$ cat src/rtl/hp_sensor_ctrl_if.sv
// hp_sensor_ctrl_if: sensor-array and host-side signals of the Hogge-phase glitch-sensor controller
//   en, clr_flags, selftest_req : host controls (write-1-to-clear, request pulse)
//   sens_alarm                  : raw sensor alarms, asynchronous to the controller clock
//   sens_vcc, sens_glitch       : per-sensor supply enable and glitch-injection control
//   alarm_flags, selftest_fail, selftest_busy, selftest_done, irq : status back to the host
//   master = host/sensor side, slave = controller
interface hp_sensor_ctrl_if #(parameter int NSENS = 4);
  logic en;
  logic selftest_req;
  logic selftest_busy;
  logic selftest_done;
  logic irq;
  logic [NSENS-1:0] sens_alarm;
  logic [NSENS-1:0] sens_vcc;
  logic [NSENS-1:0] sens_glitch;
  logic [NSENS-1:0] clr_flags;
  logic [NSENS-1:0] alarm_flags;
  logic [NSENS-1:0] selftest_fail;
  modport master (
    output en, sens_alarm, clr_flags, selftest_req,
    input  sens_vcc, sens_glitch, alarm_flags, selftest_fail, selftest_busy, selftest_done, irq
  );
  modport slave (
    input  en, sens_alarm, clr_flags, selftest_req,
    output sens_vcc, sens_glitch, alarm_flags, selftest_fail, selftest_busy, selftest_done, irq
  );
endinterface

$ cat src/rtl/hp_sensor_ctrl.sv
// hp_sensor_ctrl: power, debounce, sticky alarm flags and self-test for an array of glitch sensors
//   CK   : clock
//   RSTN : asynchronous active-low reset
//   bus  : hp_sensor_ctrl_if.slave (host controls, sensor supply/injection, status and irq)
module hp_sensor_ctrl #(
  parameter int NSENS      = 4,
  parameter int WARMUP     = 8,
  parameter int THRESH     = 2,
  parameter int ST_PERIOD  = 1024,
  parameter int GLITCH_LEN = 1,
  parameter int ST_WINDOW  = 6,
  parameter int BLANK      = 2
) (
  input logic CK,
  input logic RSTN,
  hp_sensor_ctrl_if.slave bus
);
  localparam int MX = (WARMUP > ST_WINDOW) ? ((WARMUP > BLANK) ? WARMUP : BLANK)
                                           : ((ST_WINDOW > BLANK) ? ST_WINDOW : BLANK);
  localparam int CW = $clog2(MX + 1);
  localparam int TW = $clog2(THRESH + 1);
  localparam int PW = (ST_PERIOD > 1) ? $clog2(ST_PERIOD) : 1;

  typedef enum logic [2:0] {
    S_OFF, S_WARMUP, S_MONITOR, S_INJECT, S_WAIT, S_CHECK, S_BLANK
  } state_e;

  state_e                   state_q, state_d;
  logic [CW-1:0]            cnt_q, cnt_d;
  logic [PW-1:0]            per_q, per_d;
  logic [NSENS-1:0][TW-1:0] dcnt_q, dcnt_d;
  logic [NSENS-1:0]         sync_q, alarm_s_q;
  logic [NSENS-1:0]         seen_q, seen_d;
  logic [NSENS-1:0]         flags_q, flags_d;
  logic [NSENS-1:0]         fail_q, fail_d;
  logic [NSENS-1:0]         set;
  logic                     pend_q, pend_d;
  logic                     done_q, done_d;
  logic                     irq_q;
  logic                     start;

  always_comb begin
    start = state_q == S_MONITOR && bus.en &&
            (pend_q || bus.selftest_req || (ST_PERIOD != 0 && per_q == PW'(ST_PERIOD - 1)));
    state_d = state_q;
    case (state_q)
      S_OFF:     state_d = S_WARMUP;
      S_WARMUP:  if (cnt_q == CW'(WARMUP - 1)) state_d = S_MONITOR;
      S_MONITOR: if (start) state_d = S_INJECT;
      S_INJECT:  if (cnt_q == CW'(GLITCH_LEN - 1)) state_d = S_WAIT;
      S_WAIT:    if (cnt_q == CW'(ST_WINDOW - 1)) state_d = S_CHECK;
      S_CHECK:   state_d = (BLANK == 0) ? S_MONITOR : S_BLANK;
      S_BLANK:   if (cnt_q == CW'(BLANK - 1)) state_d = S_MONITOR;
      default:   state_d = S_OFF;
    endcase
    if (!bus.en) state_d = S_OFF;
    // The window count runs on from the first inject cycle through ST_WAIT, so it is
    // not restarted on the INJECT->WAIT step; every other state change restarts it.
    cnt_d = (state_d == S_OFF || state_d == S_MONITOR || (state_d != state_q && state_d != S_WAIT))
            ? '0 : cnt_q + 1'b1;
    per_d = (state_q == S_MONITOR && state_d == S_MONITOR) ? per_q + 1'b1 : '0;
    set = '0;
    dcnt_d = '0;
    for (int i = 0; i < NSENS; i++) begin
      dcnt_d[i] = (state_q == S_MONITOR && alarm_s_q[i])
                  ? ((dcnt_q[i] == TW'(THRESH)) ? dcnt_q[i] : dcnt_q[i] + 1'b1) : '0;
      set[i] = state_q == S_MONITOR && dcnt_d[i] == TW'(THRESH);
    end
    // A set in the same cycle as its clear wins.
    flags_d = (flags_q & ~bus.clr_flags) | set;
    seen_d = (state_q == S_MONITOR) ? '0 : (state_q == S_WAIT) ? (seen_q | alarm_s_q) : seen_q;
    fail_d = start ? '0 : (state_q == S_CHECK && bus.en) ? ~seen_q : fail_q;
    done_d = state_q == S_CHECK && bus.en;
    pend_d = start ? 1'b0
           : ((state_q == S_OFF || state_q == S_WARMUP) && bus.selftest_req) ? 1'b1 : pend_q;
  end

  always_ff @(posedge CK or negedge RSTN) begin
    if (!RSTN) begin
      state_q   <= S_OFF;
      cnt_q     <= '0;
      per_q     <= '0;
      dcnt_q    <= '0;
      sync_q    <= '0;
      alarm_s_q <= '0;
      seen_q    <= '0;
      flags_q   <= '0;
      fail_q    <= '0;
      pend_q    <= 1'b0;
      done_q    <= 1'b0;
      irq_q     <= 1'b0;
    end else begin
      state_q   <= state_d;
      cnt_q     <= cnt_d;
      per_q     <= per_d;
      dcnt_q    <= dcnt_d;
      sync_q    <= bus.sens_alarm;
      alarm_s_q <= sync_q;
      seen_q    <= seen_d;
      flags_q   <= flags_d;
      fail_q    <= fail_d;
      pend_q    <= pend_d;
      done_q    <= done_d;
      irq_q     <= |flags_q || |fail_q;
    end
  end

  assign bus.sens_vcc      = {NSENS{state_q != S_OFF}};
  assign bus.sens_glitch   = {NSENS{state_q == S_INJECT}};
  assign bus.alarm_flags   = flags_q;
  assign bus.selftest_fail = fail_q;
  assign bus.selftest_busy = state_q inside {S_INJECT, S_WAIT, S_CHECK, S_BLANK};
  assign bus.selftest_done = done_q;
  assign bus.irq           = irq_q;
endmodule

$ cat src/flat_wrapper.sv
// flat-port wrapper written by rule: the top's interface ports become plain ports
module hp_sensor_ctrl_flat 
#(
  parameter int NSENS      = 4,
  parameter int WARMUP     = 8,
  parameter int THRESH     = 2,
  parameter int ST_PERIOD  = 1024,
  parameter int GLITCH_LEN = 1,
  parameter int ST_WINDOW  = 6,
  parameter int BLANK      = 2
)
  (CK, RSTN, bus_en, bus_sens_alarm, bus_clr_flags, bus_selftest_req, bus_sens_vcc, bus_sens_glitch, bus_alarm_flags, bus_selftest_fail, bus_selftest_busy, bus_selftest_done, bus_irq);
  hp_sensor_ctrl_if #(.NSENS(NSENS)) bus_i ();
  input logic CK;
  input logic RSTN;
  input wire logic [$bits(bus_i.en)-1:0] bus_en;
  input wire logic [$bits(bus_i.sens_alarm)-1:0] bus_sens_alarm;
  input wire logic [$bits(bus_i.clr_flags)-1:0] bus_clr_flags;
  input wire logic [$bits(bus_i.selftest_req)-1:0] bus_selftest_req;
  output wire logic [$bits(bus_i.sens_vcc)-1:0] bus_sens_vcc;
  output wire logic [$bits(bus_i.sens_glitch)-1:0] bus_sens_glitch;
  output wire logic [$bits(bus_i.alarm_flags)-1:0] bus_alarm_flags;
  output wire logic [$bits(bus_i.selftest_fail)-1:0] bus_selftest_fail;
  output wire logic [$bits(bus_i.selftest_busy)-1:0] bus_selftest_busy;
  output wire logic [$bits(bus_i.selftest_done)-1:0] bus_selftest_done;
  output wire logic [$bits(bus_i.irq)-1:0] bus_irq;
  assign bus_i.en = bus_en;
  assign bus_i.sens_alarm = bus_sens_alarm;
  assign bus_i.clr_flags = bus_clr_flags;
  assign bus_i.selftest_req = bus_selftest_req;
  assign bus_sens_vcc = bus_i.sens_vcc;
  assign bus_sens_glitch = bus_i.sens_glitch;
  assign bus_alarm_flags = bus_i.alarm_flags;
  assign bus_selftest_fail = bus_i.selftest_fail;
  assign bus_selftest_busy = bus_i.selftest_busy;
  assign bus_selftest_done = bus_i.selftest_done;
  assign bus_irq = bus_i.irq;
  hp_sensor_ctrl #(.NSENS(NSENS), .WARMUP(WARMUP), .THRESH(THRESH), .ST_PERIOD(ST_PERIOD), .GLITCH_LEN(GLITCH_LEN), .ST_WINDOW(ST_WINDOW), .BLANK(BLANK)) u_core (.CK(CK), .RSTN(RSTN), .bus(bus_i));
endmodule
$ cat config.mk
export PLATFORM = sky130hd
export DESIGN_NAME = hp_sensor_ctrl_flat
export DESIGN_NICKNAME = d
export VERILOG_FILES = /design/src/rtl/hp_sensor_ctrl_if.sv /design/src/rtl/hp_sensor_ctrl.sv /design/src/flat_wrapper.sv
export SDC_FILE = /design/constraint.sdc
export NUM_CORES = 1
export LEC_CHECK = 0
export CELL_PAD_IN_SITES_DETAIL_PLACEMENT = 1
export CELL_PAD_IN_SITES_GLOBAL_PLACEMENT = 1
export CORE_AREA = 2 2 81 83
export CTS_CLUSTER_SIZE = 16
export DETAILED_ROUTE_END_ITERATION = 10
export DIE_AREA = 0 0 83 85
export PLACE_DENSITY = 0.66
export SETUP_SLACK_MARGIN = 0.15
export SLEW_MARGIN = 20
export SYNTH_ARGS = -nofsm -noshare
export SYNTH_HDL_FRONTEND = slang
export SYNTH_SLANG_ARGS = --single-unit
$ cat constraint.sdc
create_clock -name CK -period 2.6 [get_ports CK]
set_clock_uncertainty 0.15 [all_clocks]
set_input_delay 0.65 -clock CK [delete_from_list [all_inputs] [get_ports CK]]
set_output_delay 0.65 -clock CK [all_outputs]
set_load 0.1 [all_outputs]
==> flow_summary.json <==
{
  "outcome": "finished, final reports clean",
  "viasPerCell": 4.84,
  "synth_top_family_by_area": "simple AND/OR/NAND/NOR gates",
  "fmax_mhz": 421,
  "drive_gt1_share_pct": 18.7,
  "synth_nets": 223,
  "first_iter_violations": 46,
  "dieArea_um2": 7060,
  "die_y_um": 85,
  "netlist_instances": 203,
  "worst-path-max-fanout": 10,
  "yosys.area_share.simple_pct": 16.5,
  "wl_per_cell_um": 13.8,
  "yosysSeqAreaShare_pct": 56.6,
  "r2r-end": "u_core.per_q[0]",
  "tns_ns": 0,
  "routed_wl_um": 4320,
  "grtUsageMet3_pct": 3.40,
  "worstSetupStartpointType": "register",
  "drtPass1Iterations": 4,
  "cp_slowest_cell": "dfrtp_2",
  "hpwl_um": 3210,
  "drv_slew": 0,
  "initial_utilization_pct": 34.2,
  "cts_sinks": 48,
  "timing.final.crit_share_pct": 91.4,
  "required_ns": 1.80,
  "setup_viol": 0,
  "grt_pass1_vias": 1595,
  "p_leak_uw": 0.00119,
  "critPathKind": "register to output pin",
  "cp_num_cells": 3,
  "yosys_warnings": 0,
  "p_per_area_nw_per_um2": 503,
  "yosys.area_share.xor_xnor_pct": 4.54,
  "dpl_cell_area_um2": 2570,
  "maxCapViolCount": 0,
  "overflow": 0,
  "r2r_slack_ns": 0.43,
  "reg2reg_depth": 6,
  "synth_mux_area_share_pct": 0,
  "finalWorstSetupSlack_ns": 0.224,
  "io_buffers": 30,
  "startpoint": "u_core.state_q[2]",
  "critPathBufInv": 2,
  "grt_pass1_wl_um": 7490,
  "ioPinCount": 31,
  "rows": 29,
  "endpoint": "bus_sens_vcc[2]",
  "clockBufferDepth": 2,
  "cpLargestDelayFamily": "flip-flops",
  "synthAdderAreaFrac_pct": 4.72,
  "min_path_type": "primary input to async pin",
  "avgSynthCellArea_um2": 10.4,
  "cts_htree_levels": 2,
  "power_uw": 1340,
  "placeableCoreArea_um2": 6200,
  "top_usage_layer": "met2",
  "areaGrowthSynthToFinish_pct": 25.2,
  "ant_nets": 0,
  "cts_made_buffers": 5,
  "groute.usage.overall_pct": 13.2,
  "tritoncts": "built",
  "met2_usage_pct": 22.1,
  "slowest_delay_ns": 0.49,
  "num_antenna_cells": 0,
  "vias": 1509,
  "clk_pin_slew_ns": 0.09,
  "synth_compound_area_share_pct": 9.85,
  "reg2reg_from": "u_core.per_q[0]",
  "synth_area_um2": 2120,
  "cp_cell_sequence": "buf_4 > or3_4 > buf_12",
  "antenna_found_initial": 0,
  "nets": 255,
  "timing.final.hold_violations": 0,
  "grt_max_degree": 26,
  "gp_congestion": 0.725,
  "clk-insertion-delay-late_ns": 0.30,
  "hold_ws_ns": 0.188,
  "cp-end-kind": "output pin",
  "ir_worst_vdd_v": 0.000298,
  "synth.distinct_cells": 36,
  "yosys_register_bits": 48,
  "grt_use_met1_pct": 16.8,
  "die_width_um": 83,
  "worstMarginPinSlew_ns": 0.580,
  "cp.arrival_ns": 1.58,
  "drc": 0,
  "min_period_ns": 2.38,
  "maxSlewHeadroom_pct": 61.3,
  "rsz0062_at_grt": "no",
  "postLayoutCellArea_um2": 2660,
  "preCtsSetupSlack_ns": 0.0892,
  "clk_root_buffer_cell": "clkbuf_8"
}
==> worst min path at each step <==
stage	startpoint	to	slack [ns]	cells past startpoint
after CTS	u_core.sync_q[1]	u_core.alarm_s_q[1]	0.20	0
after detailed placement	u_core.sync_q[1]	u_core.alarm_s_q[1]	0.19	0
after floorplan	u_core.sync_q[0]	u_core.alarm_s_q[0]	0.18	0
final	RSTN	u_core.bus.selftest_done	0.19	1
after global routing	u_core.sync_q[1]	u_core.alarm_s_q[1]	0.20	0
after global placement	u_core.sync_q[0]	u_core.alarm_s_q[0]	0.18	0
==> placed cells by master, fill, tap and decap left out, types with 2 or more instances in the layout <==
master / synthesis / routed
dfrtp_1: 48 / 45
clkbuf_8: 0 / 5
xnor2_1: 4 / 3
xor2_1: 7 / 7
nand2_1: 9 / 9
dfrtp_2: 0 / 3
ha_1: 8 / 8
o22ai_1: 4 / 4
nor4_1: 2 / 2
inv_1: 23 / 23
a21oi_1: 15 / 15
buf_12: 0 / 10
and3_1: 4 / 4
a21boi_0: 2 / 2
nor3_1: 3 / 3
nand3_1: 12 / 12
clkdlybuf4s50_1: 0 / 10
nor2_1: 21 / 21
o21ai_0: 11 / 11
buf_4: 6 / 15
==> metrics by stage <==
stage	utilization, %	instances
after global routing	42.8	312
after floorplan	-	203
final	42.8	312
after detailed placement	41.4	305
after CTS	42.7	312
after global placement	41.4	305
==> flip-flops by register name, indices dropped and copies added (netlist names), 3 cells and up <==
signal / cells
u_core.alarm_s_q: 4
u_core.per_q: 10
u_core.cnt_q: 4
u_core.bus.selftest_fail: 4
u_core.state_q: 3
u_core.dcnt_q: 8
u_core.bus.alarm_flags: 4
u_core.sync_q: 4
u_core.seen_q: 4
==> repair_timing <==
action                     4_1_cts  5_1_grt
setup endpoints to repair        0        7
resized for setup                0        4
buffers inserted                 0        0
hold buffers                     0        0
==> worst reg2reg max path: cells and delay by family (launching register included) <==
family / cells / cell delay (ns)
DFF: 1 / 0.41
adders and majority gates: 1 / 0.26
AOI/OAI and AO/OA: 1 / 0.28
and+or+nand+nor: 4 / 1.00
==> synthesized netlist by cell type, drive strengths merged <==
library cell / instances / area, um2
o22ai: 4 / 25.0
nor2b: 1 / 6.26
xor2: 7 / 61.3
a311oi: 1 / 15.0
or2: 1 / 6.26
o21ai: 11 / 55.1
nand4b: 1 / 8.76
nand3: 12 / 60.1
ha: 8 / 100
nor4: 2 / 12.5
inv: 23 / 86.3
a21boi: 2 / 15.0
a211oi: 1 / 7.51
xnor2: 4 / 35.0
clkbuf: 3 / 11.3
and3: 4 / 25.0
dfrtp: 48 / 1200
buf: 8 / 67.6
nand3b: 1 / 7.51
and3b: 2 / 17.5
nor3: 3 / 15.0
nor3b: 2 / 20.0
or3: 1 / 6.26
a21oi: 15 / 75.1
nand2: 9 / 33.8
and4: 2 / 20.0
nand4: 1 / 6.26
o31a: 1 / 8.76
o31ai: 1 / 7.51
nor2: 22 / 85.1
or4: 1 / 7.51
nand4bb: 1 / 11.3
==> area by class of cell <==
cell class,count,area [um2]
multi-input combinational,121,772
tap,77,96.3
fill,710,3550
timing repair buffer,36,418
clock inverter,1,5.00
clock buffer,6,72.6
inverter,23,86.3
sequential,48,1200
==> routing by layer <==
| metal | vias up | part of all wire [%] |
|---|---|---|
| li1 | 738 | - |
| met1 | 744 | 47 |
| met2 | 22 | 49 |
| met3 | 5 | 3.4 |
| met4 | 0 | 0.83 |
| met5 | - | 0 |
==> power by group <==
part,switching [uW],internal [uW],leakage [uW]
Combinational,91.1,46.8,0.000534
Clock,244,184,0.0000410
Sequential,11.3,759,0.000617
==> kinds of logic after synthesis <==
group / Yosys count
AO/OA/AOI/OAI: 36
XOR/XNOR: 11
adder cells (fa/ha/maj): 8
buffers and inverters: 34
flip-flops: 48
AND/OR/NAND/NOR: 66
Power figures use the tool's default switching activity.
